==> src/rtl/keypad_pkg.sv <==
// Shared types, key codes and the matrix position to key code lookup.
package keypad_pkg;

  typedef enum logic [1:0] {
    ST_SCAN     = 2'd0,
    ST_DEBOUNCE = 2'd1,
    ST_PRESSED  = 2'd2,
    ST_RELEASE  = 2'd3
  } kp_state_e;

  localparam logic [3:0] KEY_CLEAR = 4'hA;
  localparam logic [3:0] KEY_STAR  = 4'hE;
  localparam logic [3:0] KEY_HASH  = 4'hF;

  // Row r / column c to key code; digits map to their own value.
  function automatic logic [3:0] key_lookup(input logic [1:0] row, input logic [1:0] col);
    logic [3:0] code;
    case ({row, col})
      4'h0: code = 4'h1;
      4'h1: code = 4'h2;
      4'h2: code = 4'h3;
      4'h3: code = KEY_CLEAR;
      4'h4: code = 4'h4;
      4'h5: code = 4'h5;
      4'h6: code = 4'h6;
      4'h7: code = 4'hB;
      4'h8: code = 4'h7;
      4'h9: code = 4'h8;
      4'hA: code = 4'h9;
      4'hB: code = 4'hC;
      4'hC: code = KEY_STAR;
      4'hD: code = 4'h0;
      4'hE: code = KEY_HASH;
      default: code = 4'hD;
    endcase
    return code;
  endfunction

  // Active-low strobe pattern for one row index.
  function automatic logic [3:0] row_strobe(input logic [1:0] idx);
    return ~(4'b0001 << idx);
  endfunction

endpackage

==> src/rtl/keypad_entry_if.sv <==
// Keypad pins and entry results bundled between the block and its environment.
interface keypad_entry_if;
  logic [3:0]  ROW;
  logic [3:0]  COL;
  logic        key_valid;
  logic [3:0]  key_code;
  logic [15:0] digits;

  modport master (input ROW, key_valid, key_code, digits, output COL);
  modport slave  (output ROW, key_valid, key_code, digits, input COL);
endinterface

==> src/rtl/keypad_matrix_scan.sv <==
// Row scanning, column synchronizer, press/release debounce and key lookup.
//
// state    | meaning
// ---------+------------------------------------------------------------
// SCAN     | rotate rows, look for exactly one low column
// DEBOUNCE | row frozen, same single column must repeat on every sample
// PRESSED  | one cycle; key accepted, key_valid high
// RELEASE  | row frozen, wait for all columns high on consecutive samples
module keypad_matrix_scan
  import keypad_pkg::*;
#(
  parameter int SCAN_DIV       = 1000,
  parameter int DEBOUNCE_SCANS = 8
) (
  input  logic       i_clk,
  input  logic       i_rst_n,
  input  logic [3:0] i_col,
  output logic [3:0] o_row,
  output logic       o_key_valid,
  output logic [3:0] o_key_code,
  output logic       o_accept,
  output logic [3:0] o_accept_code
);

  localparam int DIV_W = $clog2(SCAN_DIV);
  localparam int DEB_W = $clog2(DEBOUNCE_SCANS);
  localparam logic [DIV_W-1:0] DIV_LAST = DIV_W'(SCAN_DIV - 1);
  localparam logic [DEB_W-1:0] DEB_LAST = DEB_W'(DEBOUNCE_SCANS - 1);

  logic [3:0]       r_col_s1, r_col_s2;
  logic [DIV_W-1:0] r_div;
  kp_state_e        r_state, w_state_nxt;
  logic [1:0]       r_row_idx, w_row_idx_nxt;
  logic [1:0]       r_col_idx, w_col_idx_nxt;
  logic [DEB_W-1:0] r_deb_cnt, w_deb_nxt;
  logic [3:0]       r_row;
  logic             r_key_valid;
  logic [3:0]       r_key_code;
  logic             w_sample, w_single, w_accept;
  logic [3:0]       w_low;
  logic [1:0]       w_col_idx;

  // Two-flop synchronizer for the asynchronous column returns.
  always_ff @(posedge i_clk or negedge i_rst_n) begin
    if (!i_rst_n) begin
      r_col_s1 <= 4'hF;
      r_col_s2 <= 4'hF;
    end else begin
      r_col_s1 <= i_col;
      r_col_s2 <= r_col_s1;
    end
  end

  // Row period counter; the sample point is the last cycle of each period.
  always_ff @(posedge i_clk or negedge i_rst_n) begin
    if (!i_rst_n) r_div <= '0;
    else if (r_div == DIV_LAST) r_div <= '0;
    else r_div <= r_div + 1'b1;
  end

  assign w_sample = (r_div == DIV_LAST);
  assign w_low    = ~r_col_s2;
  assign w_single = (w_low != 4'h0) && ((w_low & (w_low - 4'h1)) == 4'h0);

  // Index of the single low column (meaningful only when w_single).
  always_comb begin
    w_col_idx = 2'd0;
    case (w_low)
      4'b0010: w_col_idx = 2'd1;
      4'b0100: w_col_idx = 2'd2;
      4'b1000: w_col_idx = 2'd3;
      default: w_col_idx = 2'd0;
    endcase
  end

  // Next-state, row/column latch and debounce counter decisions.
  always_comb begin
    w_state_nxt   = r_state;
    w_row_idx_nxt = r_row_idx;
    w_col_idx_nxt = r_col_idx;
    w_deb_nxt     = r_deb_cnt;
    w_accept      = 1'b0;
    case (r_state)
      ST_SCAN: begin
        if (w_sample) begin
          if (w_single) begin
            w_col_idx_nxt = w_col_idx;
            w_deb_nxt     = DEB_W'(1);
            w_state_nxt   = ST_DEBOUNCE;
          end else begin
            w_row_idx_nxt = r_row_idx + 2'd1;
          end
        end
      end
      ST_DEBOUNCE: begin
        if (w_sample) begin
          if (w_single && (w_col_idx == r_col_idx)) begin
            if (r_deb_cnt == DEB_LAST) begin
              w_accept    = 1'b1;
              w_deb_nxt   = '0;
              w_state_nxt = ST_PRESSED;
            end else begin
              w_deb_nxt = r_deb_cnt + 1'b1;
            end
          end else begin
            w_deb_nxt     = '0;
            w_row_idx_nxt = r_row_idx + 2'd1;
            w_state_nxt   = ST_SCAN;
          end
        end
      end
      ST_PRESSED: begin
        w_deb_nxt   = '0;
        w_state_nxt = ST_RELEASE;
      end
      ST_RELEASE: begin
        if (w_sample) begin
          if (r_col_s2 == 4'hF) begin
            if (r_deb_cnt == DEB_LAST) begin
              w_deb_nxt     = '0;
              w_row_idx_nxt = r_row_idx + 2'd1;
              w_state_nxt   = ST_SCAN;
            end else begin
              w_deb_nxt = r_deb_cnt + 1'b1;
            end
          end else begin
            w_deb_nxt = '0;
          end
        end
      end
      default: begin
        w_deb_nxt   = '0;
        w_state_nxt = ST_SCAN;
      end
    endcase
  end

  // State register plus registered row strobes and key report.
  always_ff @(posedge i_clk or negedge i_rst_n) begin
    if (!i_rst_n) begin
      r_state     <= ST_SCAN;
      r_row_idx   <= 2'd0;
      r_col_idx   <= 2'd0;
      r_deb_cnt   <= '0;
      r_row       <= 4'b1110;
      r_key_valid <= 1'b0;
      r_key_code  <= 4'h0;
    end else begin
      r_state     <= w_state_nxt;
      r_row_idx   <= w_row_idx_nxt;
      r_col_idx   <= w_col_idx_nxt;
      r_deb_cnt   <= w_deb_nxt;
      r_row       <= row_strobe(w_row_idx_nxt);
      r_key_valid <= w_accept;
      if (w_accept) r_key_code <= o_accept_code;
    end
  end

  assign o_accept_code = key_lookup(r_row_idx, r_col_idx);
  assign o_accept      = w_accept;
  assign o_row         = r_row;
  assign o_key_valid   = r_key_valid;
  assign o_key_code    = r_key_code;

endmodule

==> src/rtl/keypad_entry.sv <==
// Keypad entry top: scanner plus the 4-digit BCD entry register.
module keypad_entry
  import keypad_pkg::*;
#(
  parameter int SCAN_DIV       = 1000,
  parameter int DEBOUNCE_SCANS = 8
) (
  input logic           CLK,
  input logic           RESET_N,
  keypad_entry_if.slave bus
);

  logic        w_accept;
  logic [3:0]  w_accept_code;
  logic [15:0] r_digits;

  keypad_matrix_scan #(
    .SCAN_DIV      (SCAN_DIV),
    .DEBOUNCE_SCANS(DEBOUNCE_SCANS)
  ) u_scan (
    .i_clk        (CLK),
    .i_rst_n      (RESET_N),
    .i_col        (bus.COL),
    .o_row        (bus.ROW),
    .o_key_valid  (bus.key_valid),
    .o_key_code   (bus.key_code),
    .o_accept     (w_accept),
    .o_accept_code(w_accept_code)
  );

  // Digits shift in at the units end; clear wipes the entry, other keys leave it.
  // Updated from the accept strobe so it changes on the same edge as key_valid.
  always_ff @(posedge CLK or negedge RESET_N) begin
    if (!RESET_N) begin
      r_digits <= 16'h0000;
    end else if (w_accept) begin
      if (w_accept_code <= 4'h9) r_digits <= {r_digits[11:0], w_accept_code};
      else if (w_accept_code == KEY_CLEAR) r_digits <= 16'h0000;
    end
  end

  assign bus.digits = r_digits;

endmodule
==> src/flat_wrapper.sv <==
// flat-port wrapper written by rule: the top's interface ports become plain ports
module keypad_entry_flat import keypad_pkg::*;
#(
  parameter int SCAN_DIV       = 1000,
  parameter int DEBOUNCE_SCANS = 8
)
  (CLK, RESET_N, bus_ROW, bus_key_valid, bus_key_code, bus_digits, bus_COL);
  keypad_entry_if bus_i ();
  input logic CLK;
  input logic RESET_N;
  output wire logic [$bits(bus_i.ROW)-1:0] bus_ROW;
  output wire logic [$bits(bus_i.key_valid)-1:0] bus_key_valid;
  output wire logic [$bits(bus_i.key_code)-1:0] bus_key_code;
  output wire logic [$bits(bus_i.digits)-1:0] bus_digits;
  input wire logic [$bits(bus_i.COL)-1:0] bus_COL;
  assign bus_ROW = bus_i.ROW;
  assign bus_key_valid = bus_i.key_valid;
  assign bus_key_code = bus_i.key_code;
  assign bus_digits = bus_i.digits;
  assign bus_i.COL = bus_COL;
  keypad_entry #(.SCAN_DIV(SCAN_DIV), .DEBOUNCE_SCANS(DEBOUNCE_SCANS)) u_core (.CLK(CLK), .RESET_N(RESET_N), .bus(bus_i));
endmodule
==> config.mk <==
export PLATFORM = sky130hd
export DESIGN_NAME = keypad_entry_flat
export DESIGN_NICKNAME = d
export VERILOG_FILES = /design/src/rtl/keypad_pkg.sv /design/src/rtl/keypad_entry_if.sv /design/src/rtl/keypad_matrix_scan.sv /design/src/rtl/keypad_entry.sv /design/src/flat_wrapper.sv
export SDC_FILE = /design/constraint.sdc
export NUM_CORES = 1
export LEC_CHECK = 0
export CORE_ASPECT_RATIO = 1.5
export CORE_MARGIN = 4
export CORE_UTILIZATION = 50
export CTS_CLUSTER_DIAMETER = 150
export DETAILED_ROUTE_END_ITERATION = 6
export PLACE_DENSITY = 0.75
export SLEW_MARGIN = 25
export SYNTH_ARGS = -nofsm -noshare
export SYNTH_HDL_FRONTEND = slang
export SYNTH_HIERARCHICAL = 1
export SYNTH_SLANG_ARGS = --single-unit
export TNS_END_PERCENT = 1
==> constraint.sdc <==
create_clock -name CLK -period 3 [get_ports CLK]
set_input_delay 0.6 -clock CLK [delete_from_list [all_inputs] [get_ports CLK]]
set_output_delay 0.6 -clock CLK [all_outputs]
set_load 0.03 [all_outputs]
; ---- After elaboration in Yosys (flattened, before gate mapping)
; Memories as Yosys holds them, arrays and structs flattened.
; Cells that the tools add are included.
[op_classes]
n_addsub = 4
mul = 0
div = 0
n_lt_le_gt_ge = 1
n_eq_ne = 18
n_shift = 1
n_mux = 33
bitwise = 3
reduce_logical = 10
[op_table]
columns = op, count
row1 = 16-bit 2-to-1 mux, 2
row2 = 2-bit 2-to-1 mux, 15
row3 = 3-bit 2-to-1 mux, 7
row4 = "4-bit == test, second input constant", 3
row5 = "2-bit != test, second input constant", 6
row6 = 2-bit case mux with 3 select lines, 2
row7 = 3-bit case mux with 4 select lines, 1
row8 = "10-bit by 1-bit adder with 10-bit output, second input constant", 1
row9 = "10-bit == test, second input constant", 1
row10 = 10-bit 2-to-1 mux, 1
row11 = 4-bit NOT, 2
row12 = 2-bit case mux with 4 select lines, 1
row13 = 7-bit AND reduction, 1
row14 = 4-bit bitwise AND, 1
row15 = "2-bit == test, second input constant", 2
row16 = "4-bit by 2-bit == test with 1-bit output, second input constant", 1
row17 = "4-bit by 3-bit == test with 1-bit output, second input constant", 1
row18 = "4-bit less-or-equal comparator, second input constant", 1
row19 = 4-bit zero test, 1
row20 = 1-bit 2-to-1 mux, 4
row21 = 4-bit AND reduction, 1
row22 = 4-bit nonzero test, 1
row23 = "1-bit by 2-bit left shift with 4-bit output, first input constant", 1
row24 = "4-bit by 1-bit subtractor with 4-bit output, second input constant", 1
row25 = 11 further kinds, 12
[word_totals]
ff_bits = 52
latchBits = 0
ramBits = 0
romBits = 64
in_bits = 6
n_memories = 1
[mem_list]
columns = memory, words, word_bits, read_ports, rd_clocked_by_memory_dff, wr, line
row1 = (no name shown), 16, 4, 1, 0, 0, keypad_pkg.sv:18  ; case ({row, col})

; ---- Logic depth before layout (Yosys ltp)
[logic_depth]
word_depth = 11
depth_mapped = 10
ltp_nobuf = 8

; ---- Cells and area by module
; The synthesis kept the hierarchy.
[by_module_without_submodules]
columns = module, n_inst, cells_per_inst, area_per_inst_um2
row1 = keypad_matrix_scan, 1, 171, 1844.3
row2 = keypad_entry, 1, 48, 650.6

; ---- Worst setup path after synthesis
; No wires, ideal clock.
[synth_timing]
kind = reg2reg
start = register u_core.u_scan.r_col_s2[3]
end = register u_core.r_digits[5], in the netlist u_core/bus.digits[5]
setup_time_ps = 66
arrival_time_ps = 2579
t_required_ps = 2934
setup_slack_ps = 355
path_stages_with_launch = 10
path_buffers = 2
synth_period_minus_slack_ps = 2645
path_cell_list = dfstp_2 -> buf_4 -> or3b_1 -> a211oi_2 -> or2_2 -> nor3b_1 -> nor2b_4 -> a31o_4 -> buf_6 -> a22o_1
[synth_via]
elab_chain_len = 10
word_cells_on_any_way = 16
[synth_lines]
columns = element, line
row1 = start: declaration, keypad_matrix_scan.sv:30  ; logic [3:0] r_col_s1, r_col_s2;
row2 = start signal: assignment, keypad_matrix_scan.sv:50  ; r_col_s2 <= r_col_s1;
row3 = 4-bit NOT *, keypad_matrix_scan.sv:62  ; assign w_low = ~r_col_s2;
row4 = 4-bit by 1-bit subtractor with 4-bit output, keypad_matrix_scan.sv:63  ; assign w_single = (w_low != 4'h0) && ((w_low & (w_low - 4'h1)) == 4'h0);
row5 = 4-bit bitwise AND, keypad_matrix_scan.sv:63
row6 = 4-bit zero test, keypad_matrix_scan.sv:63
row7 = 1-bit logical AND, keypad_matrix_scan.sv:63
row8 = 1-bit logical AND *, keypad_matrix_scan.sv:97  ; if (w_single && (w_col_idx == r_col_idx)) begin
row9 = 1-bit 2-to-1 mux *, keypad_matrix_scan.sv:97
row10 = 1-bit 2-to-1 mux *, keypad_matrix_scan.sv:96  ; if (w_sample) begin
row11 = 1-bit 2-to-1 mux *, keypad_matrix_scan.sv:83  ; case (r_state)
row12 = net u_core.w_accept, keypad_entry.sv:13  ; logic w_accept;
row13 = 2-bit AND reduction (no line) *, -
row14 = end signal: assignment, keypad_entry.sv:37  ; if (w_accept_code <= 4'h9) r_digits <= {r_digits[11:0], w_accept_code};
row15 = end: declaration, keypad_entry.sv:15  ; logic [15:0] r_digits;
; The timed path passes the listed nets; every way through them passes the cells marked *.
; A chain may end at the register's enable or synchronous reset.

; ---- Worst setup path after layout
[layout_timing]
start = register u_core.u_scan.r_col_s2[3]
end = register u_core.r_digits[0], in the netlist u_core/bus.digits[0]
; Same word-level chain as after synthesis.

==> results.py <==
metrics = {
    "floorplanning": {
        "initial_core_util": 0.515,
        "core_um2": 4850,
        "die_w_um": 65.7,
        "die_h_um": 94.5,
        "die-area_um2": 6210,
        "io_pins": 31,
        "num_rows": 31,
    },
    "finish": {
        "final_cell_mix": "dfrtp_1 (41), clkdlybuf4s50_1 (29), nand2_1 (17)",
        "area_growth_pct": 18.3,
        "drive_above_1_share": 0.172,
        "num_antenna_cells": 0,
        "mostFrequentLayoutCell": "dfrtp_1",
        "nFillCells": 428,
        "layout.nets": 263,
        "stdcell_count": 316,
    },
    "run_status": {
        "status": "finished, final reports clean",
    },
    "power_and_ir_drop": {
        "p_comb_frac": 0.027,
        "leakage_uw": 0.00123,
        "p_int_uw": 970,
        "seqPwrFrac": 0.588,
        "power_density_nw_per_um2": 413,
        "p_clk_frac": 0.386,
        "power.switching_uw": 250,
        "swShare": 0.205,
        "ir_worst_vdd_v": 0.000495,
    },
    "placement": {
        "hpwlAfterDp_mm": 3.24,
        "port_buffers": 30,
        "dp.cells": 308,
        "place.gp.congestion": 0.788,
        "place_ws_ns": 0.634,
    },
    "clock_network": {
        "holdBufCountCts": 0,
        "clk_latency_ns": 0.30,
        "cts_made_buffers": 5,
        "cts_resized": 0,
        "clock-root-buffer": "clkbuf_8",
        "cts_tree": "yes",
        "clk_pin_slew_worst_paths_ns": 0.09,
        "post-cts-setup-buffer-count": 0,
        "ctsLongestPathBuffers": 2,
        "cts.sink_count": 52,
        "htreeDepth": 2,
    },
    "route": {
        "post_drt_wl_per_cell_um": 13.9,
        "drc_errors": 0,
        "first_pass_iters": 3,
        "routed_wl_mm": 4.39,
        "drtIter0Drc": 97,
        "ant_nets": 0,
        "viasPerCell": 5.54,
        "vias": 1751,
    },
    "timing": {
        "finalSetupTns_ns": 0,
        "grt_setup_unrepaired": "no",
        "finalCriticalPeriod_ns": 2.38,
        "worst_slew_pin_slew_ns": 0.586,
        "setup_viol": 0,
        "finalCritPeriodShare": 0.793,
        "worst_clock_skew_ns": 0.00826,
        "clock.fmax_mhz": 420,
        "timing.final.hold_violations": 0,
        "slew_headroom": 0.606,
        "drv_slew": 0,
        "finalWorstSetupSlack_ns": 0.620,
        "hold_slack_ns": 0.272,
    },
    "synthesis": {
        "syn_area_um2": 2490,
        "ys.flop_type": "dfrtp_1",
        "async_flop_share": 1.00,
        "synth_nets": 233,
        "syn_area_per_cell_um2": 11.4,
        "ys_seq_area_frac": 0.527,
        "synth_cell_types": 51,
        "ys_seq_elements": 52,
        "netlist_instances": 219,
        "synth_warnings": 6,
        "synth-edff-count": 0,
    },
    "grt": {
        "grt_pass1_vias": 1643,
        "grt_max_degree": 46,
        "grt.total_usage": 0.156,
        "grt_pass1_wl_mm": 7.49,
        "grt-ovfl-total": 0,
        "antenna_found_initial": 0,
    },
    "setup_path": {
        "crit_path_max_fanout": 13,
        "worst_path_largest_cell_delay_ns": 0.61,
        "path_class": "flip-flop to flip-flop",
        "path_buf_inv": 1,
        "cp_cell_sequence": "or3b_1, a211oi_2, or2_2, nor3b_1, buf_4, nor2b_4, a31o_4, o22a_2",
        "cp.required_ns": 3.25,
        "endpoint_kind": "flip-flop",
        "slowest_stage": "dfstp_2",
        "start_kind": "flip-flop",
        "path_delay_family": "simple AND/OR/NAND/NOR gates",
        "worstPathArrival_ns": 2.63,
    },
    "worst_hold_path": {
        "hold_class": "input port to async pin",
    },
    "job": {
        "cap_violations": 0,
    },
}
[synth_stat cells (2+ instances only)]
| cell type | n | area, µm² |
|---|---|---|
| nand3_1 | 9 | 45.0 |
| o21ai_0 | 10 | 50.1 |
| o211ai_1 | 2 | 15.0 |
| inv_1 | 10 | 37.5 |
| nand4_1 | 2 | 12.5 |
| clkbuf_1 | 5 | 18.8 |
| buf_2 | 2 | 10.0 |
| nand3b_1 | 2 | 15.0 |
| a22o_2 | 2 | 20.0 |
| a211oi_2 | 2 | 25.0 |
| xnor2_1 | 5 | 43.8 |
| mux2_4 | 4 | 60.1 |
| dfrtp_1 | 41 | 1030 |
| dfstp_2 | 11 | 289 |
| buf_6 | 2 | 22.5 |
| ha_1 | 8 | 100 |
| or3b_1 | 2 | 17.5 |
| nand2b_1 | 3 | 18.8 |
| a21oi_1 | 7 | 35.0 |
| o22ai_1 | 2 | 12.5 |
| nand4b_1 | 4 | 35.0 |
| a22o_1 | 12 | 105 |
| xor2_1 | 4 | 35.0 |
| nor2_1 | 13 | 48.8 |
| nor2b_1 | 2 | 12.5 |
| o31ai_1 | 4 | 30.0 |
| a31oi_1 | 3 | 18.8 |
| nand2_1 | 17 | 63.8 |
| nor3_1 | 5 | 25.0 |
| mux2_2 | 2 | 22.5 |
| o2bb2ai_1 | 2 | 17.5 |
[registers in the layout (all words and copies together) (netlist names), named ones only]
name / count
u_core/u_scan/o_key_code: 4
u_core/bus.digits: 16
u_core/u_scan/r_col_s1: 4
u_core/u_scan/r_col_s2: 4
u_core/u_scan/r_deb_cnt: 3
u_core/u_scan/r_col_idx: 2
u_core/u_scan/o_row: 4
u_core/u_scan/r_row_idx: 2
u_core/u_scan/r_state: 1
u_core/u_scan/r_div: 10
u_core/u_scan/o_key_valid: 1
[power groups by stage]
stage / Sequential, µW / Combinational [µW] / Clock, µW
2_1_floorplan: 727 / 16.1 / 0
3_3_place_gp: 729 / 32.8 / 0
3_5_place_dp: 730 / 33.6 / 0
4_1_cts: 717 / 33.7 / 488
5_1_grt: 718 / 37.9 / 527
6_report: 717 / 32.5 / 471
[kinds of logic (layout without fill, tap and decap cells)]
kind of cell,Yosys count,count (layout),synth area share
AOI/OAI and AO/OA,55,55,0.171
DFF,52,52,0.527
muxes,7,7,0.0371
xor gates and xnor gates,9,9,0.0316
and+or+nand+nor,68,68,0.155
adders and majority gates,8,8,0.0401
buffers and inverters,20,51,0.0386
[path summary, 6_finish.rpt]
kind / from / end / slack [ns] / cells past startpoint
worst max register to register: u_core/u_scan/r_col_s2[3] / u_core/bus.digits[0] / 0.62 / 8
worst min register to register: u_core/u_scan/r_col_s1[0] / u_core/u_scan/r_col_s2[0] / 0.36 / 0
max in group asynchronous: RESET_N / u_core/u_scan/r_col_s2[0] / 2.12 / 2
worst max-delay path: u_core/u_scan/r_col_s2[3] / u_core/bus.digits[0] / 0.62 / 8
worst min-delay path: RESET_N / u_core/bus.digits[13] / 0.27 / 1
min in group CLK: u_core/u_scan/r_col_s1[0] / u_core/u_scan/r_col_s2[0] / 0.36 / 0
[area by class of cell]
type / instances / area [µm²] / area share
Clock buffer: 5 / 68.8 / 0.0233
Clock inverter: 3 / 42.5 / 0.0144
Inverter: 10 / 37.5 / 0.0127
Multi-Input combinational cell: 147 / 1080 / 0.367
Sequential cell: 52 / 1320 / 0.446
Tap cell: 66 / 82.6 / 0.0280
Timing Repair Buffer: 33 / 320 / 0.109
[routing by layer]
layer | GRT usage | share of wire | vias to the layer above
met5 | 0 | 0 | -
met4 | 0.0727 | 0.023 | 0
met1 | 0.182 | 0.41 | 862
met3 | 0.0369 | 0.040 | 9
li1 | - | - | 845
met2 | 0.268 | 0.53 | 35
[per-stage QoR]
| stage | utilization | cell area [µm²] | power (µW) |
|---|---|---|---|
| floorplan | - | 2490 | 743 |
| global placement | 0.585 | 2840 | 762 |
| detailed placement | 0.585 | 2840 | 764 |
| CTS | 0.608 | 2950 | 1240 |
| global route | 0.609 | 2950 | 1280 |
| finish | 0.609 | 2950 | 1220 |
Power figures use the tool's default switching activity.
